$ cat src/rtl/rtc_ad_bus_writer_if.sv
// Multiplexed address/data write-bus bundle between the RTC write sequencer
// and the bus-cycle generator. Handshake: wr_en/din in; req_addr/req_data/done
// back to the sequencer. Bus: cs_n, ale, wr_n, rd_n, ad_out, ad_oe.
interface rtc_ad_bus_writer_if;
  logic       wr_en;     // write request (sequencer E_esc)
  logic [7:0] din;       // address byte after req_addr, data byte after req_data
  logic       req_addr;  // one-cycle request for the address byte
  logic       req_data;  // one-cycle request for the data byte
  logic       done;      // one-cycle bus-cycle-complete pulse
  logic       busy;      // bus cycle in progress
  logic       cs_n;      // RTC chip select, active-low
  logic       ale;       // address latch enable
  logic       wr_n;      // write strobe, active-low
  logic       rd_n;      // read strobe, always inactive
  logic [7:0] ad_out;    // value for the AD bus
  logic       ad_oe;     // AD bus output enable for the top-level tristate

  // Bus-cycle generator side.
  modport slave (
    input  wr_en, din,
    output req_addr, req_data, done, busy, cs_n, ale, wr_n, rd_n, ad_out, ad_oe
  );

  // Sequencer / RTC side.
  modport master (
    output wr_en, din,
    input  req_addr, req_data, done, busy, cs_n, ale, wr_n, rd_n, ad_out, ad_oe
  );
endinterface

$ cat src/rtl/rtc_ad_bus_writer.sv
// rtc_ad_bus_writer: turns each sequencer write request into one RTC write
// cycle (ALE address phase, then WR_n data phase), each sub-phase T_PH clocks.
// Ports: clk, reset (async, active-high), bus (rtc_ad_bus_writer_if.slave).
module rtc_ad_bus_writer #(
  parameter int unsigned T_PH = 10  // sub-phase width in clk cycles, 1..255
) (
  input  logic                 clk,
  input  logic                 reset,
  rtc_ad_bus_writer_if.slave   bus
);

  typedef enum logic [3:0] {
    S_IDLE, S_REQ_A, S_LOAD_A, S_ADDR, S_A_HOLD, S_REQ_D,
    S_LOAD_D, S_WR, S_D_HOLD, S_DONE, S_REARM
  } state_t;

  localparam logic [7:0] CNT_RELOAD = 8'(T_PH - 1);

  state_t     state_q, state_d;
  logic [7:0] cnt_q, cnt_d;
  logic [7:0] addr_q, addr_d;
  logic [7:0] data_q, data_d;
  logic [7:0] ad_hold_q;  // last value driven, kept while the bus is released

  logic       req_addr, req_data, done, busy, cs_n, ale, wr_n, ad_oe;
  logic [7:0] ad_out;

  always_ff @(posedge clk or posedge reset) begin
    if (reset) begin
      state_q   <= S_IDLE;
      cnt_q     <= 8'd0;
      addr_q    <= 8'd0;
      data_q    <= 8'd0;
      ad_hold_q <= 8'd0;
    end else begin
      state_q   <= state_d;
      cnt_q     <= cnt_d;
      addr_q    <= addr_d;
      data_q    <= data_d;
      ad_hold_q <= ad_out;
    end
  end

  // Next state. din is only valid during the LOAD states because the
  // sequencer registers its byte on the edge that ends the REQ pulse.
  always_comb begin
    state_d = state_q;
    cnt_d   = cnt_q;
    addr_d  = addr_q;
    data_d  = data_q;
    case (state_q)
      S_IDLE:   if (bus.wr_en) state_d = S_REQ_A;
      S_REQ_A:  state_d = S_LOAD_A;
      S_LOAD_A: begin
        addr_d  = bus.din;
        cnt_d   = CNT_RELOAD;
        state_d = S_ADDR;
      end
      S_ADDR: begin
        if (cnt_q == 8'd0) begin
          cnt_d   = CNT_RELOAD;
          state_d = S_A_HOLD;
        end else begin
          cnt_d = cnt_q - 8'd1;
        end
      end
      S_A_HOLD: begin
        if (cnt_q == 8'd0) state_d = S_REQ_D;
        else               cnt_d   = cnt_q - 8'd1;
      end
      S_REQ_D:  state_d = S_LOAD_D;
      S_LOAD_D: begin
        data_d  = bus.din;
        cnt_d   = CNT_RELOAD;
        state_d = S_WR;
      end
      S_WR: begin
        if (cnt_q == 8'd0) begin
          cnt_d   = CNT_RELOAD;
          state_d = S_D_HOLD;
        end else begin
          cnt_d = cnt_q - 8'd1;
        end
      end
      S_D_HOLD: begin
        if (cnt_q == 8'd0) state_d = S_DONE;
        else               cnt_d   = cnt_q - 8'd1;
      end
      S_DONE:   state_d = S_REARM;
      // Wait for the sequencer's E_esc gap so a still-high wr_en after done
      // is not taken as a new request.
      S_REARM:  if (!bus.wr_en) state_d = S_IDLE;
      default:  state_d = S_IDLE;
    endcase

    // Sequencer withdrew the request mid-cycle: release the bus, no done.
    if (!bus.wr_en && (state_q inside {S_REQ_A, S_LOAD_A, S_ADDR, S_A_HOLD,
                                       S_REQ_D, S_LOAD_D, S_WR, S_D_HOLD})) begin
      state_d = S_IDLE;
    end
  end

  // Outputs decoded from registered state only.
  always_comb begin
    req_addr = 1'b0;
    req_data = 1'b0;
    done     = 1'b0;
    busy     = 1'b1;
    cs_n     = 1'b1;
    ale      = 1'b0;
    wr_n     = 1'b1;
    ad_oe    = 1'b0;
    ad_out   = ad_hold_q;
    case (state_q)
      S_IDLE, S_REARM: busy = 1'b0;
      S_REQ_A:  req_addr = 1'b1;
      S_ADDR: begin
        cs_n = 1'b0; ale = 1'b1; ad_oe = 1'b1; ad_out = addr_q;
      end
      S_A_HOLD: begin
        cs_n = 1'b0; ad_oe = 1'b1; ad_out = addr_q;
      end
      S_REQ_D: begin
        cs_n = 1'b0; req_data = 1'b1;
      end
      S_LOAD_D: cs_n = 1'b0;
      S_WR: begin
        cs_n = 1'b0; wr_n = 1'b0; ad_oe = 1'b1; ad_out = data_q;
      end
      S_D_HOLD: begin
        cs_n = 1'b0; ad_oe = 1'b1; ad_out = data_q;
      end
      S_DONE:   done = 1'b1;
      default:  ;
    endcase
  end

  assign bus.req_addr = req_addr;
  assign bus.req_data = req_data;
  assign bus.done     = done;
  assign bus.busy     = busy;
  assign bus.cs_n     = cs_n;
  assign bus.ale      = ale;
  assign bus.wr_n     = wr_n;
  assign bus.rd_n     = 1'b1;
  assign bus.ad_out   = ad_out;
  assign bus.ad_oe    = ad_oe;

endmodule

$ cat src/flat_wrapper.sv
// flat-port wrapper written by rule: the top's interface ports become plain ports
module rtc_ad_bus_writer_flat 
#(
  parameter int unsigned T_PH = 10                                          
)
  (clk, reset, bus_wr_en, bus_din, bus_req_addr, bus_req_data, bus_done, bus_busy, bus_cs_n, bus_ale, bus_wr_n, bus_rd_n, bus_ad_out, bus_ad_oe);
  rtc_ad_bus_writer_if bus_i ();
  input  logic clk;
  input  logic reset;
  input wire logic [$bits(bus_i.wr_en)-1:0] bus_wr_en;
  input wire logic [$bits(bus_i.din)-1:0] bus_din;
  output wire logic [$bits(bus_i.req_addr)-1:0] bus_req_addr;
  output wire logic [$bits(bus_i.req_data)-1:0] bus_req_data;
  output wire logic [$bits(bus_i.done)-1:0] bus_done;
  output wire logic [$bits(bus_i.busy)-1:0] bus_busy;
  output wire logic [$bits(bus_i.cs_n)-1:0] bus_cs_n;
  output wire logic [$bits(bus_i.ale)-1:0] bus_ale;
  output wire logic [$bits(bus_i.wr_n)-1:0] bus_wr_n;
  output wire logic [$bits(bus_i.rd_n)-1:0] bus_rd_n;
  output wire logic [$bits(bus_i.ad_out)-1:0] bus_ad_out;
  output wire logic [$bits(bus_i.ad_oe)-1:0] bus_ad_oe;
  assign bus_i.wr_en = bus_wr_en;
  assign bus_i.din = bus_din;
  assign bus_req_addr = bus_i.req_addr;
  assign bus_req_data = bus_i.req_data;
  assign bus_done = bus_i.done;
  assign bus_busy = bus_i.busy;
  assign bus_cs_n = bus_i.cs_n;
  assign bus_ale = bus_i.ale;
  assign bus_wr_n = bus_i.wr_n;
  assign bus_rd_n = bus_i.rd_n;
  assign bus_ad_out = bus_i.ad_out;
  assign bus_ad_oe = bus_i.ad_oe;
  rtc_ad_bus_writer #(.T_PH(T_PH)) u_core (.clk(clk), .reset(reset), .bus(bus_i));
endmodule
$ cat config.mk
export PLATFORM = sky130hd
export DESIGN_NAME = rtc_ad_bus_writer_flat
export DESIGN_NICKNAME = d
export VERILOG_FILES = /design/src/rtl/rtc_ad_bus_writer_if.sv /design/src/rtl/rtc_ad_bus_writer.sv /design/src/flat_wrapper.sv
export SDC_FILE = /design/constraint.sdc
export NUM_CORES = 1
export LEC_CHECK = 0
export CELL_PAD_IN_SITES_DETAIL_PLACEMENT = 1
export CELL_PAD_IN_SITES_GLOBAL_PLACEMENT = 1
export CORE_MARGIN = 1.5
export CORE_UTILIZATION = 45
export DETAILED_ROUTE_END_ITERATION = 6
export GPL_TIMING_DRIVEN = 0
export PLACE_DENSITY_LB_ADDON = 0.12
export SLEW_MARGIN = 20
export SYNTH_ARGS = -nofsm -noshare
export SYNTH_HDL_FRONTEND = slang
export SYNTH_SLANG_ARGS = --single-unit
$ cat constraint.sdc
create_clock -name clk -period 5.48 [get_ports clk]
set_input_delay 0.548 -clock clk [delete_from_list [all_inputs] [get_ports clk]]
set_output_delay 0.548 -clock clk [all_outputs]
set_load 0.005 [all_outputs]
==> results_dict.tcl, run 1 <==
set metrics [dict create \
    finalHoldViolCount 0 \
    fp.dieArea_sq_um 4521 \
    critical_path.slowest_cell "a21oi_1" \
    h-tree-depth 2 \
    synthAdderAreaFrac_pct 1.348 \
    slew_headroom_pct 49.84 \
    dp_hpwl_um 3359 \
    antenna_found_initial 0 \
    rows 23 \
    cp_max_fo 10 \
    worst_ep_arrival_time_ns 2.83 \
    path_clk_slew_ns 0.07 \
    synth_edf_count 0 \
    slew_viol_final 0 \
    synth_fp_nets 184 \
    drive_above_1_share_pct 19.51 \
    ctsLongestPathBuffers 2 \
    critPathKind "flip-flop to output port" \
    dieWidth_um 67.24 \
    synth_cells 171 \
    worstHoldPathType "flip-flop to flip-flop" \
    cts_made_buffers 5 \
    yosys.area_share.simple_pct 17.25 \
    die_y_um 67.24 \
    vias 1431 \
    cp_cell_sequence "buf_2, nand2_1, or2_2, a21oi_1, a221o_1, clkdlybuf4s50_1" \
    clock_skew_ns 0.003586 \
    synth_seq_cells 36 \
    ir_drop_mv 0.1206 \
    via_per_inst 5.612 \
    synth_top_family_by_area "simple AND/OR/NAND/NOR gates" \
    path_depth 6 \
    firstDrtPassIters 4 \
    cts-root-buf "clkbuf_8" \
    reg2reg_depth 6 \
    grt_first_pass_wirelength_um 7617 \
    crit_family "compound AO/OA/AOI/OAI gates" \
    synth.distinct_cells 45 \
    worstPathRequired_ns 4.93 \
    cpPeakStageDelay_ns 0.59 \
    syn_to_final_growth_pct 23.38 \
    endpoint_kind "output port" \
    cts_tree "built" \
    maxCapViolCount 0 \
    fin_util_pct 57.69 \
    synth_xor_area_share_pct 0.9434 \
    postCtsSetupBuffers 0 \
    synthesis.area_sq_um 1857 \
    io_pins 28 \
    syn_area_per_cell_sq_um 10.86 \
    rsz0062_at_grt "no" \
    synth_seq_area_share_pct 48.52 \
    ys.flop_type "dfrtp_1" \
    power_density_nw_per_um2 389.2 \
    nets 217 \
    grt_pass1_vias 1539 \
    portBuffers 26 \
    antenna_cells 0 \
    track_usage_pct 23.19 \
    drtIter0Drc 84 \
    route.detailed.wl_per_inst_um 17.68 \
    yosysWarnings 0 \
    postRouteAntennaNets 0 \
    whs_path_depth 1 \
    post_dp_cell_area_sq_um 2180 \
    cts_resized 0 \
    fin_area_sq_um 2291 \
    worstSetupStartpointType "flip-flop" \
    finalCritPeriodShare_pct 61.60 \
    worst_pin_slew_ns 0.7514 \
    synthMuxAreaShare_pct 12.40 \
    grt_max_degree 37 \
    fin_crit_ns 3.376 \
    setup_viol 0 \
    fp.coreArea_sq_um 3971 \
    async_reset_ff_share_pct 100.0 \
    grt_overflow 0 \
    routed_wl_um 4509 \
    cts.sinks 36 \
    drc 0 \
    gp_congestion 0.8216 \
    max_clock_freq_mhz 296.3 \
    fill_cells 447 \
    cts_hold_buffers 0 \
    start_util_pct 46.75 \
    status "completed" \
    cp_num_buf_inv 2 \
    synth-compound-area-share_pct 15.30 \
    leakagePower_nw 0.9670 \
    clk_latency_ns 0.29 \
    fin_setup_tns_ns 0 \
]
## registers in the layout, summed over array words and instances, names as in the netlist
register          flops
u_core.data_q         8
u_core.addr_q         8
u_core.state_q        4
u_core.cnt_q          8
u_core.ad_hold_q      8
## area by class of cell
class | instances | area, sq um | area share (%)
sequential | 36 | 900.9 | 39.32
multi-input combinational | 119 | 880.8 | 38.45
timing repair buffer | 26 | 260.3 | 11.36
clock buffer | 5 | 68.82 | 3.004
tap | 50 | 62.56 | 2.731
buffer | 8 | 43.79 | 1.912
clock inverter | 3 | 42.54 | 1.857
inverter | 8 | 31.28 | 1.365
## layout by cell type (no fill, tap or decap), types with 2 or more instances in the layout
cell type,count
dfrtp_1,36
clkdlybuf4s50_1,26
mux2_2,16
nor2_1,11
and2_1,9
nand2b_1,8
a221o_1,8
a21oi_1,7
nand2_1,6
inv_1,6
nor3_1,5
mux2i_1,5
o21ai_0,5
clkbuf_8,5
buf_4,3
nor3b_1,3
o21bai_1,3
nand3_1,3
clkbuf_1,2
buf_2,2
xnor2_1,2
clkinv_2,2
a21boi_0,2
or2_2,2
a211oi_1,2
ha_1,2
## power by group
group          switching (mW)  internal [mW]
clock network          0.0987          0.135
registers              0.0498          0.337
logic                   0.118          0.154
## routing by layer
| metal | up-vias | track usage (%) | part of all wire (%) |
|---|---|---|---|
| met5 | - | 0 | 0 |
| met4 | 0 | 8.418 | 1.5 |
| met3 | 5 | 5.667 | 2.9 |
| met2 | 24 | 39.98 | 52 |
| met1 | 721 | 28.07 | 44 |
| li1 | 681 | - | - |
## cells by family (layout without fill, tap and decap cells)
| group | count (synthesis) | count (layout) |
|---|---|---|
| xor+xnor | 2 | 2 |
| compound gates | 37 | 37 |
| mux | 21 | 21 |
| simple gates | 56 | 56 |
| flops | 36 | 36 |
| other cells | 1 | 1 |
| fa+ha+maj | 2 | 2 |
| buf+inv | 16 | 50 |
## worst paths after layout
path                                               start                            to  slack (ns)
setup / recovery           u_core.state_q[1]$_DFFE_PP0P_                 bus_ad_out[5]        2.10
hold / removal              u_core.data_q[4]$_DFFE_PP0P_  u_core.data_q[4]$_DFFE_PP0P_        0.50
setup reg to reg             u_core.cnt_q[0]$_DFFE_PP0P_   u_core.cnt_q[3]$_DFFE_PP0P_        3.38
hold reg to reg             u_core.data_q[4]$_DFFE_PP0P_  u_core.data_q[4]$_DFFE_PP0P_        0.50
max in group asynchronous                          reset   u_core.cnt_q[2]$_DFFE_PP0P_        4.29
min in group asynchronous                          reset  u_core.addr_q[3]$_DFFE_PP0P_        0.71
## Yosys cell counts, types with 3 or more instances
master	n	share of area (%)
and2_1	9	3.0
mux2_2	16	9.7
inv_1	7	1.4
nand2_1	6	1.2
o21bai_1	3	1.2
dfrtp_1	36	49
nand3_1	3	0.81
mux2i_1	5	2.7
a21oi_1	7	1.9
nor3b_1	3	1.2
nor2_1	11	2.2
nor3_1	5	1.3
a221o_1	8	4.3
buf_4	3	1.2
nand2b_1	8	2.7
o21ai_0	5	1.3
## stage by stage
step | total power, mW | setup WS [ns] | cells | hold slack, ns
2_1_floorplan | 0.5397 | 3.337 | 171 | 0.4721
3_3_place_gp | 0.6412 | 2.433 | 247 | 0.4806
3_5_place_dp | 0.6662 | 2.413 | 247 | 0.4887
4_1_cts | 0.9037 | 2.081 | 255 | 0.5054
5_1_grt | 0.9463 | 1.886 | 255 | 0.5315
6_report | 0.8916 | 2.104 | 255 | 0.5021
Power figures use the tool's default switching activity.
==> run 2, diff against run 1 <==
--- a/config.mk
+++ b/config.mk
@@ -8,7 +8,7 @@
 export CELL_PAD_IN_SITES_DETAIL_PLACEMENT = 1
 export CELL_PAD_IN_SITES_GLOBAL_PLACEMENT = 1
 export CORE_MARGIN = 1.5
-export CORE_UTILIZATION = 45
+export CORE_UTILIZATION = 42
 export DETAILED_ROUTE_END_ITERATION = 6
 export GPL_TIMING_DRIVEN = 0
 export PLACE_DENSITY_LB_ADDON = 0.12
==> constraint.sdc (replaced) <==
create_clock -name clk -period 3.3 [get_ports clk]
set_input_delay 0.33 -clock clk [delete_from_list [all_inputs] [get_ports clk]]
set_output_delay 0.33 -clock clk [all_outputs]
set_load 0.005 [all_outputs]
==> run 2 against run 1 <==
Compared with the run above: sequential cell count did not move; register-to-register slack worse by 2.2 ns; routed wire length shrank 1.2%; non-clock buffer count unchanged; critical path depth is the same; combinational power is 65% higher; first-iteration DRC count shrank 9.5%; cell count stayed put; largest cell class unchanged; cell area unchanged; global-route usage is 3.4 points lower; core utilization decreased by 2.0 points.
==> results_dict.tcl, run 2 (same netlist as run 1, synthesis figures left out) <==
set metrics [dict create \
    clk_latency_ns 0.28 \
    fin_util_pct 55.67 \
    cts_tree "built" \
    cp_max_fo 10 \
    ir_drop_mv 0.2299 \
    fp.coreArea_sq_um 4115 \
    firstDrtPassIters 5 \
    r2r-end "u_core.cnt_q[3]$_DFFE_PP0P_" \
    critPathKind "flip-flop to output port" \
    cp_cell_sequence "buf_2, nand2_1, or2_2, a21oi_2, a221o_1, clkdlybuf4s50_1" \
    final_cell_mix "dfrtp_1, clkdlybuf4s50_1, mux2_2" \
    start_util_pct 45.12 \
    crit_start "u_core.state_q[1]$_DFFE_PP0P_" \
    cts_hold_buffers 0 \
    status "completed" \
    hold_ws_ns 0.5005 \
    worst_pin_slew_ns 0.7972 \
    grt_pass1_vias 1554 \
    gp_congestion 0.8779 \
    drtIter0Drc 76 \
    drive_above_1_share_pct 19.51 \
    via_per_inst 5.651 \
    power_density_nw_per_um2 640.5 \
    leakagePower_nw 0.9680 \
    rows 23 \
    grt_overflow 0 \
    clock_skew_ns 0.003349 \
    finalPower_mw 1.467 \
    critical_path.slowest_cell "clkdlybuf4s50_1" \
    io_pins 28 \
    setup_viol 0 \
    antenna_found_initial 0 \
    multi_input_area_sq_um 884.6 \
    reg2reg_depth 6 \
    worst_ep_arrival_time_ns 2.57 \
    die_y_um 69.49 \
    ctsLongestPathBuffers 2 \
    finalHoldViolCount 0 \
    rrSetupSlack_ns 1.20 \
    final_cells 255 \
    track_usage_pct 19.80 \
    routed_wl_um 4453 \
    vias 1441 \
    endpoint_kind "output port" \
    finalCritPeriodShare_pct 87.78 \
    postRouteAntennaNets 0 \
    cts-root-buf "clkbuf_8" \
    worstHoldPathType "input pin to asynchronous set/reset pin" \
    regArea_sq_um 900.9 \
    fin_crit_ns 2.897 \
    dieWidth_um 69.49 \
    route.detailed.wl_per_inst_um 17.46 \
    dp_hpwl_um 3187 \
    slew_headroom_pct 46.66 \
    portBuffers 26 \
    cts_made_buffers 5 \
    maxCapViolCount 0 \
    syn_to_final_growth_pct 23.38 \
    antenna_cells 0 \
    cts.sinks 36 \
    drc 0 \
    reg2reg_from "u_core.cnt_q[0]$_DFFE_PP0P_" \
    fp.dieArea_sq_um 4829 \
    worstSetupStartpointType "flip-flop" \
    path_clk_slew_ns 0.07 \
    nets 217 \
    rsz0062_at_grt "no" \
    worstPathRequired_ns 2.97 \
    h-tree-depth 2 \
    grt_first_pass_wirelength_um 7534 \
    cpPeakStageDelay_ns 0.51 \
    slew_viol_final 0 \
    dp.cells 247 \
    final_common_cell "dfrtp_1" \
    fin_setup_tns_ns 0 \
    fill_cells 443 \
    max_clock_freq_mhz 345.2 \
    grt_max_degree 37 \
]
==> run 2: report_power, final <==
group	internal (mW)	switching, mW
logic	0.257	0.193
registers	0.559	0.0814
clock network	0.224	0.154
==> run 2: final cells by class <==
class                   count  share of cell area (%)
repair buffers             26                   11.36
plain buffers               8                   1.912
well taps                  50                   2.731
clock buffers               6                   3.168
flip-flops and latches     36                   39.32
clock inverters             2                   1.529
multi-input cells         119                   38.61
inverters                   8                   1.365
==> run 2: worst max path at each step <==
| stage | end | slack, ns | cells past startpoint |
|---|---|---|---|
| CTS | bus_ad_out[4] | 0.11 | 6 |
| finish | bus_ad_out[4] | 0.40 | 6 |
| global placement | bus_ad_out[3] | 0.48 | 6 |
| global route | bus_ad_out[4] | 0.24 | 6 |
| floorplan | bus_ad_out[0] | 1.38 | 4 |
| detailed placement | bus_ad_out[4] | 0.44 | 6 |
==> run 2: worst max-delay path: cells and delay by family (launching register included) <==
kind                   cells  cell delay, ns
and+or+nand+nor            2            0.48
buffers and inverters      2            0.74
AOI/OAI and AO/OA          2            0.68
DFF                        1            0.38
==> run 2: what timing repair did <==
action / CTS / global route
gates resized for setup: 0 / 1
endpoints found under the setup margin: 0 / 5
setup buffers: 0 / 0
==> run 2: routing by layer <==
metal	vias up	wire length (um)	GRT usage, %
li1	680	-	-
met1	731	2038	25.07
met2	26	2232	34.40
met3	4	150	4.506
met4	0	31	4.575
met5	-	0	0
==> run 2: stage by stage <==
step	worst slack [ns]	area, sq um
after global placement	0.4768	2180
after CTS	0.1119	2287
after global routing	0.2437	2291
after floorplan	1.375	1857
after detailed placement	0.4356	2180
final	0.4031	2291
